File: src/rtl/wb_rr_arb.sv
// Four-master round-robin bus arbiter with a hold-time watchdog.
// A master that exceeds its hold limit is masked until it drops its request.
module wb_rr_arb #(
    parameter int unsigned TIMEOUT = 1024
) (
    input  logic       sys_clk,
    input  logic       sys_rst,
    input  logic [3:0] req,
    output logic [3:0] gnt,
    output logic [1:0] gnt_idx,
    output logic       busy,
    output logic       timeout_err
);

    localparam bit          WdogEn      = (TIMEOUT != 0);
    localparam logic [15:0] TimeoutLast = 16'(TIMEOUT - 1);

    logic [1:0]  r_owner;
    logic [15:0] r_cnt;
    logic [3:0]  r_mask;
    logic [3:0]  r_gnt;
    logic        r_terr;

    logic [3:0]  w_ereq;
    logic        w_hold;
    logic        w_fire;
    logic [1:0]  w_next;
    logic        w_found;
    logic [1:0]  w_owner_d;
    logic [15:0] w_cnt_d;
    logic [3:0]  w_mask_d;
    logic        w_terr_d;

    assign w_ereq = req & ~r_mask;
    assign w_hold = w_ereq[r_owner];
    assign w_fire = WdogEn && w_hold && (r_cnt == TimeoutLast);

    // Search starts after the owner, so a revoked owner is never reselected here.
    always_comb begin
        logic [1:0] v_idx;
        v_idx   = '0;
        w_next  = r_owner;
        w_found = 1'b0;
        for (int k = 1; k < 4; k++) begin
            v_idx = r_owner + 2'(k);
            if (!w_found && w_ereq[v_idx]) begin
                w_next  = v_idx;
                w_found = 1'b1;
            end
        end
    end

    always_comb begin
        w_owner_d = r_owner;
        w_cnt_d   = '0;
        w_mask_d  = r_mask & req;
        w_terr_d  = 1'b0;
        if (w_fire) begin
            w_mask_d[r_owner] = 1'b1;
            w_terr_d          = 1'b1;
            if (w_found) begin
                w_owner_d = w_next;
            end
        end else if (w_hold) begin
            w_cnt_d = (r_cnt == 16'hFFFF) ? r_cnt : r_cnt + 16'd1;
        end else if (w_found) begin
            w_owner_d = w_next;
        end
    end

    always_ff @(posedge sys_clk or posedge sys_rst) begin
        if (sys_rst) begin
            r_owner <= 2'd0;
            r_cnt   <= '0;
            r_mask  <= '0;
            r_gnt   <= 4'b0001;
            r_terr  <= 1'b0;
        end else begin
            r_owner <= w_owner_d;
            r_cnt   <= w_cnt_d;
            r_mask  <= w_mask_d;
            r_gnt   <= 4'b0001 << w_owner_d;
            r_terr  <= w_terr_d;
        end
    end

    assign gnt         = r_gnt;
    assign gnt_idx     = r_owner;
    assign busy        = w_hold;
    assign timeout_err = r_terr;

endmodule

File: config.mk
export PLATFORM = sky130hd
export DESIGN_NAME = wb_rr_arb
export DESIGN_NICKNAME = d
export VERILOG_FILES = /design/src/rtl/wb_rr_arb.sv
export SDC_FILE = /design/constraint.sdc
export NUM_CORES = 1
export LEC_CHECK = 0
export BUFFER_PORTS_ARGS = -buffer_cell sky130_fd_sc_hd__buf_4
export CAP_MARGIN = 20
export CORE_MARGIN = 2
export CORE_UTILIZATION = 60
export DETAILED_ROUTE_END_ITERATION = 10
export PLACE_DENSITY = 0.9
export SLEW_MARGIN = 20
export SYNTH_ARGS = -nofsm -noshare
export SYNTH_HDL_FRONTEND = slang
export SYNTH_SLANG_ARGS = --single-unit
File: constraint.sdc
create_clock -name sys_clk -period 5.8 [get_ports sys_clk]
set_input_delay 0.87 -clock sys_clk [delete_from_list [all_inputs] [get_ports sys_clk]]
set_output_delay 0.87 -clock sys_clk [all_outputs]
set_load 0.03 [all_outputs]
* After elaboration in Yosys (flattened, before gate mapping) *
Cells that the tools add are included.

storage, ports and cells
  input port bits = 6
  bits in registers = 27

cells by class
  magnitude comparators = 5
  eq/ne operators = 3
  bitwise operators = 4
  shift-type cells = 1
  reductions and logical operators = 6
  multiplexer cells = 24
  add/subtract/negate cells = 4

operators with widths
  operator                                                     count
  2-to-1 mux 16 bit                                            3
  adder 16 x 1 -> 16 bit (second input constant)               1
  equality test 16 x 10 -> 1 bit (second input constant)       1
  equality test 16 bit (second input constant)                 1
  less-than comparator 2 x 3 -> 1 bit (second input constant)  4
  2-to-1 mux 2 bit                                             6
  2-to-1 mux 1 bit                                             9
  bitwise AND 4 bit                                            2
  binary-select mux 1 bit (select 2 bit)                       4
  adder 2 bit (second input constant)                          2
  logical AND 1 bit                                            4
  2-to-1 mux 4 bit                                             1
  NOT 4 bit                                                    1
  OR 4 bit                                                     1
  << shifter 1 x 2 -> 4 bit (first input constant)             1
  inequality test 3 bit (second input constant)                1
  adder 2 x 1 -> 2 bit (second input constant)                 1
  demux 1 bit (select 2 bit)                                   1
  >= comparator 2 x 1 -> 1 bit (second input constant)         1
  logical NOT 1 bit                                            2

* Depth between registers and ports, before layout *
  depth in word-level cells = 15
  mapped depth = 8
  gate-level depth less buffers = 7

* Least setup slack after synthesis *
Ideal clock, no wire load.

  path type = input port to output port
  from = input req[3]
  to = output busy
  cell stages on the path = 2
  buffers on the path = 0
  slack = 3293 ps
  arrival = 1637 ps
  data required time = 4930 ps
  cell sequence = and2b_1 -> mux4_2

on the way
  longest elaborated chain between the ends = 3

ends and longest elaborated chain
  element                                 RTL line  RTL
  start, declared                         8         input logic [3:0] req,
  bitwise AND 4 bit                       34        assign w_ereq = req & ~r_mask;
  binary-select mux 1 bit (select 2 bit)  35        assign w_hold = w_ereq[r_owner];
  2-to-1 mux 1 bit (not written as such)  35
  end, declared                           11        output logic busy,

Every way passes these cells. The select of a mux whose other input is x is not followed.

* Worst setup path in the final report *
Same ends and word-level chain as after synthesis.

==> qor.yml <==
outcome:
  status: "complete, no violations"
synth:
  synth_cell_types: 49
  ys.flop_type: "dfrtp_1"
  syn-cell-area_um2: 1610
  ys_async_sr_fraction_pct: 100
  synth_edf_count: 0
  synth_cells: 164
  syn-num-nets: 175
  yosys-top-cells-area: "dfrtp_1 (40%), nor2_1 (4.2%), ha_1 (3.9%)"
  syn_avg_cell_area_um2: 9.82
  ys_ff_latch: 27
  synth_top_area_share_pct: 40.4
  yosysTopAreaCell: "dfrtp_1"
  ys_warn_count: 0
  seq_area_frac_synth_pct: 42.0
timing:
  grt_setup_unrepaired: "no"
  hold_violations: 0
  tightest_slew_ns: 0.600
  max_freq_mhz: 357
  fin_crit_ns: 2.80
  setup_tns_ns: 0
  slew_headroom_pct: 60.0
  post-route-worst-setup-slack_ns: 3.00
  maxSlewViolCount: 0
  min_period_over_period_pct: 48.3
  setup-violations-final: 0
  fin_skew_ns: 0.0146
floorplan:
  fp.dieW_um: 55.8
  core_region_area_um2: 2500
  row_count: 18
  initial_core_util_pct: 64.4
  io-pin-count: 14
  fp.dieArea_um2: 3110
  die_h_um: 55.8
pwr:
  power_density_nw_per_um2: 404
  power.leakage_nw: 0.786
  irDropWorstVdd_v: 0.000401
route:
  drc_errors: 0
  routedWlPerCell_um: 15.9
  first_pass_iters: 4
  drt-initial-drc-count: 47
  antenna_left: 0
  dr_total_vias: 1325
  viasPerCell: 6.37
  drt_wl_total_um: 3310
final_layout:
  nets: 190
  antenna_cells: 0
  layout-drive-gt1-share_pct: 18.5
  areaGrowthSynthToFinish_pct: 8.94
  final_util_pct: 70.2
place:
  place.gp.congestion: 0.965
  io_buffers: 13
  dp_hpwl_um: 2440
  dp_slack_ns: 3.01
critical_path:
  worstSetupEndpointType: "output port"
  critPathSlowestCell: "mux4_2"
  crit_chain: "buf_4, and2b_1, mux4_2, buf_4"
  cpPeakStageDelay_ns: 0.53
  crit_arrival_ns: 1.93
  critPathLaunchType: "input port"
  path_max_fanout: 5
  crit_type: "in -> out"
  cpMostUsedCell: "buf_4"
  cp_top_family: "multiplexers"
  worst-path-buf-inv: 2
  cp_data_required_time_ns: 4.93
cts:
  insertion_delay_ns: 0.32
  cts-root-buf: "clkbuf_4"
  cts_tree: "built"
  path_clk_slew_ns: 0.13
  cts-resized-gates: 0
  cts_setup_buffers: 0
  cts_max_level: 1
  cts_buffers: 3
  cts_hold_buf: 0
  clock_sinks: 27
  clock_path_buffers: 2
global_route:
  grt_pass1_vias: 1350
  grt_usage_pct: 22.6
  antenna_found_initial: 0
  use_met1_pct: 31.0
  overflow: 0
  use_met2_pct: 37.2
  grt_pass1_wl_um: 5770
  met3_usage_pct: 3.02
  grt_max_degree: 28
  top_usage_layer: "met2"
worst_hold_path:
  hold_path_class: "reg -> reg"
flow_run:
  max-cap-violations: 0
layout make-up:
type	count	area (um^2)
Inverter	3	11.3
Tap cell	30	37.5
Sequential cell	27	677
Multi-Input combinational cell	130	897
Fill cell	181	746
Clock buffer	4	26.3
Timing Repair Buffer	14	105
state kept, by name (all words and copies together), names as in the netlist:
name / count
timeout_err: 1
r_cnt: 16
gnt: 4
r_mask: 4
gnt_idx: 2
metrics by stage:
stage / hold WS [ns] / total power [mW] / instance area, um^2 / cells
after global placement: 0.523 / 0.608 / 1730 / 204
after floorplan: 0.497 / 0.539 / 1610 / 164
after CTS: 0.553 / 0.708 / 1750 / 208
after detailed placement: 0.520 / 0.628 / 1730 / 204
after global routing: 0.586 / 0.753 / 1750 / 208
final: 0.550 / 0.708 / 1750 / 208
worst register-to-register path, delay by kind of cell, from the launching register on:
kind | cells | cell delay, ns
compound gates | 3 | 0.85
fa+ha+maj | 1 | 0.45
buf+inv | 1 | 0.22
flops | 1 | 0.75
simple gates | 2 | 0.38
layout by cell type, fill, tap and decap left out, types with 2 or more instances in the layout:
| cell | count |
|---|---|
| nor3_1 | 5 |
| nand4_1 | 2 |
| and3_1 | 5 |
| nor4_1 | 3 |
| mux2i_1 | 3 |
| nand3_1 | 11 |
| buf_4 | 14 |
| xnor2_1 | 4 |
| a211oi_1 | 3 |
| a21oi_1 | 7 |
| dfrtp_1 | 26 |
| a22o_1 | 3 |
| xor2_1 | 7 |
| nor2b_1 | 2 |
| inv_2 | 2 |
| mux4_2 | 2 |
| nand2b_4 | 3 |
| ha_1 | 5 |
| nor3b_1 | 2 |
| nand2_1 | 11 |
| nor2_1 | 18 |
| and4_1 | 3 |
| clkbuf_4 | 3 |
| nand2b_1 | 2 |
| o21ai_1 | 2 |
| o21ai_0 | 6 |
layer usage:
| layer | routed length [um] | vias to the layer above | share of wire (%) |
|---|---|---|---|
| li1 | - | 626 | - |
| met1 | 1540 | 646 | 46 |
| met2 | 1610 | 51 | 49 |
| met3 | 150 | 2 | 4.5 |
| met4 | 10 | 0 | 0.30 |
| met5 | 0 | - | 0 |
cells in the mapped netlist, types with 3 or more instances:
| master | n |
|---|---|
| nor3_1 | 5 |
| and3_1 | 5 |
| ha_1 | 5 |
| xor2_1 | 7 |
| xnor2_1 | 4 |
| a21oi_1 | 7 |
| a22o_1 | 3 |
| nor2_1 | 18 |
| nor4_1 | 3 |
| nand2b_4 | 3 |
| dfrtp_1 | 26 |
| nand2_1 | 11 |
| and4_1 | 3 |
| mux2i_1 | 3 |
| nand3_1 | 11 |
| a211oi_1 | 3 |
| o21ai_0 | 6 |
worst paths after layout:
path	endpoint	slack (ns)	start	cells past startpoint
min	r_mask[2]	0.55	r_mask[2]	1
max in group asynchronous	gnt[0]	4.82	sys_rst	2
min in group asynchronous	r_cnt[3]	0.59	sys_rst	2
max	busy	3.00	req[3]	4
max reg2reg	gnt[0]	3.10	gnt_idx[0]	7
min reg2reg	r_mask[2]	0.55	r_mask[2]	1
power by group:
part	internal, mW	switching (mW)
Clock	0.0268	0.0529
Sequential	0.218	0.0457
Combinational	0.155	0.210
cell families after synthesis:
family          synth area share (%)
buf+inv                         2.25
xor+xnor                        5.98
flops                           42.0
simple gates                    26.4
mux                             4.66
compound gates                  14.8
fa+ha+maj                       3.89
No activity file was read; power rests on OpenSTA's default activity.
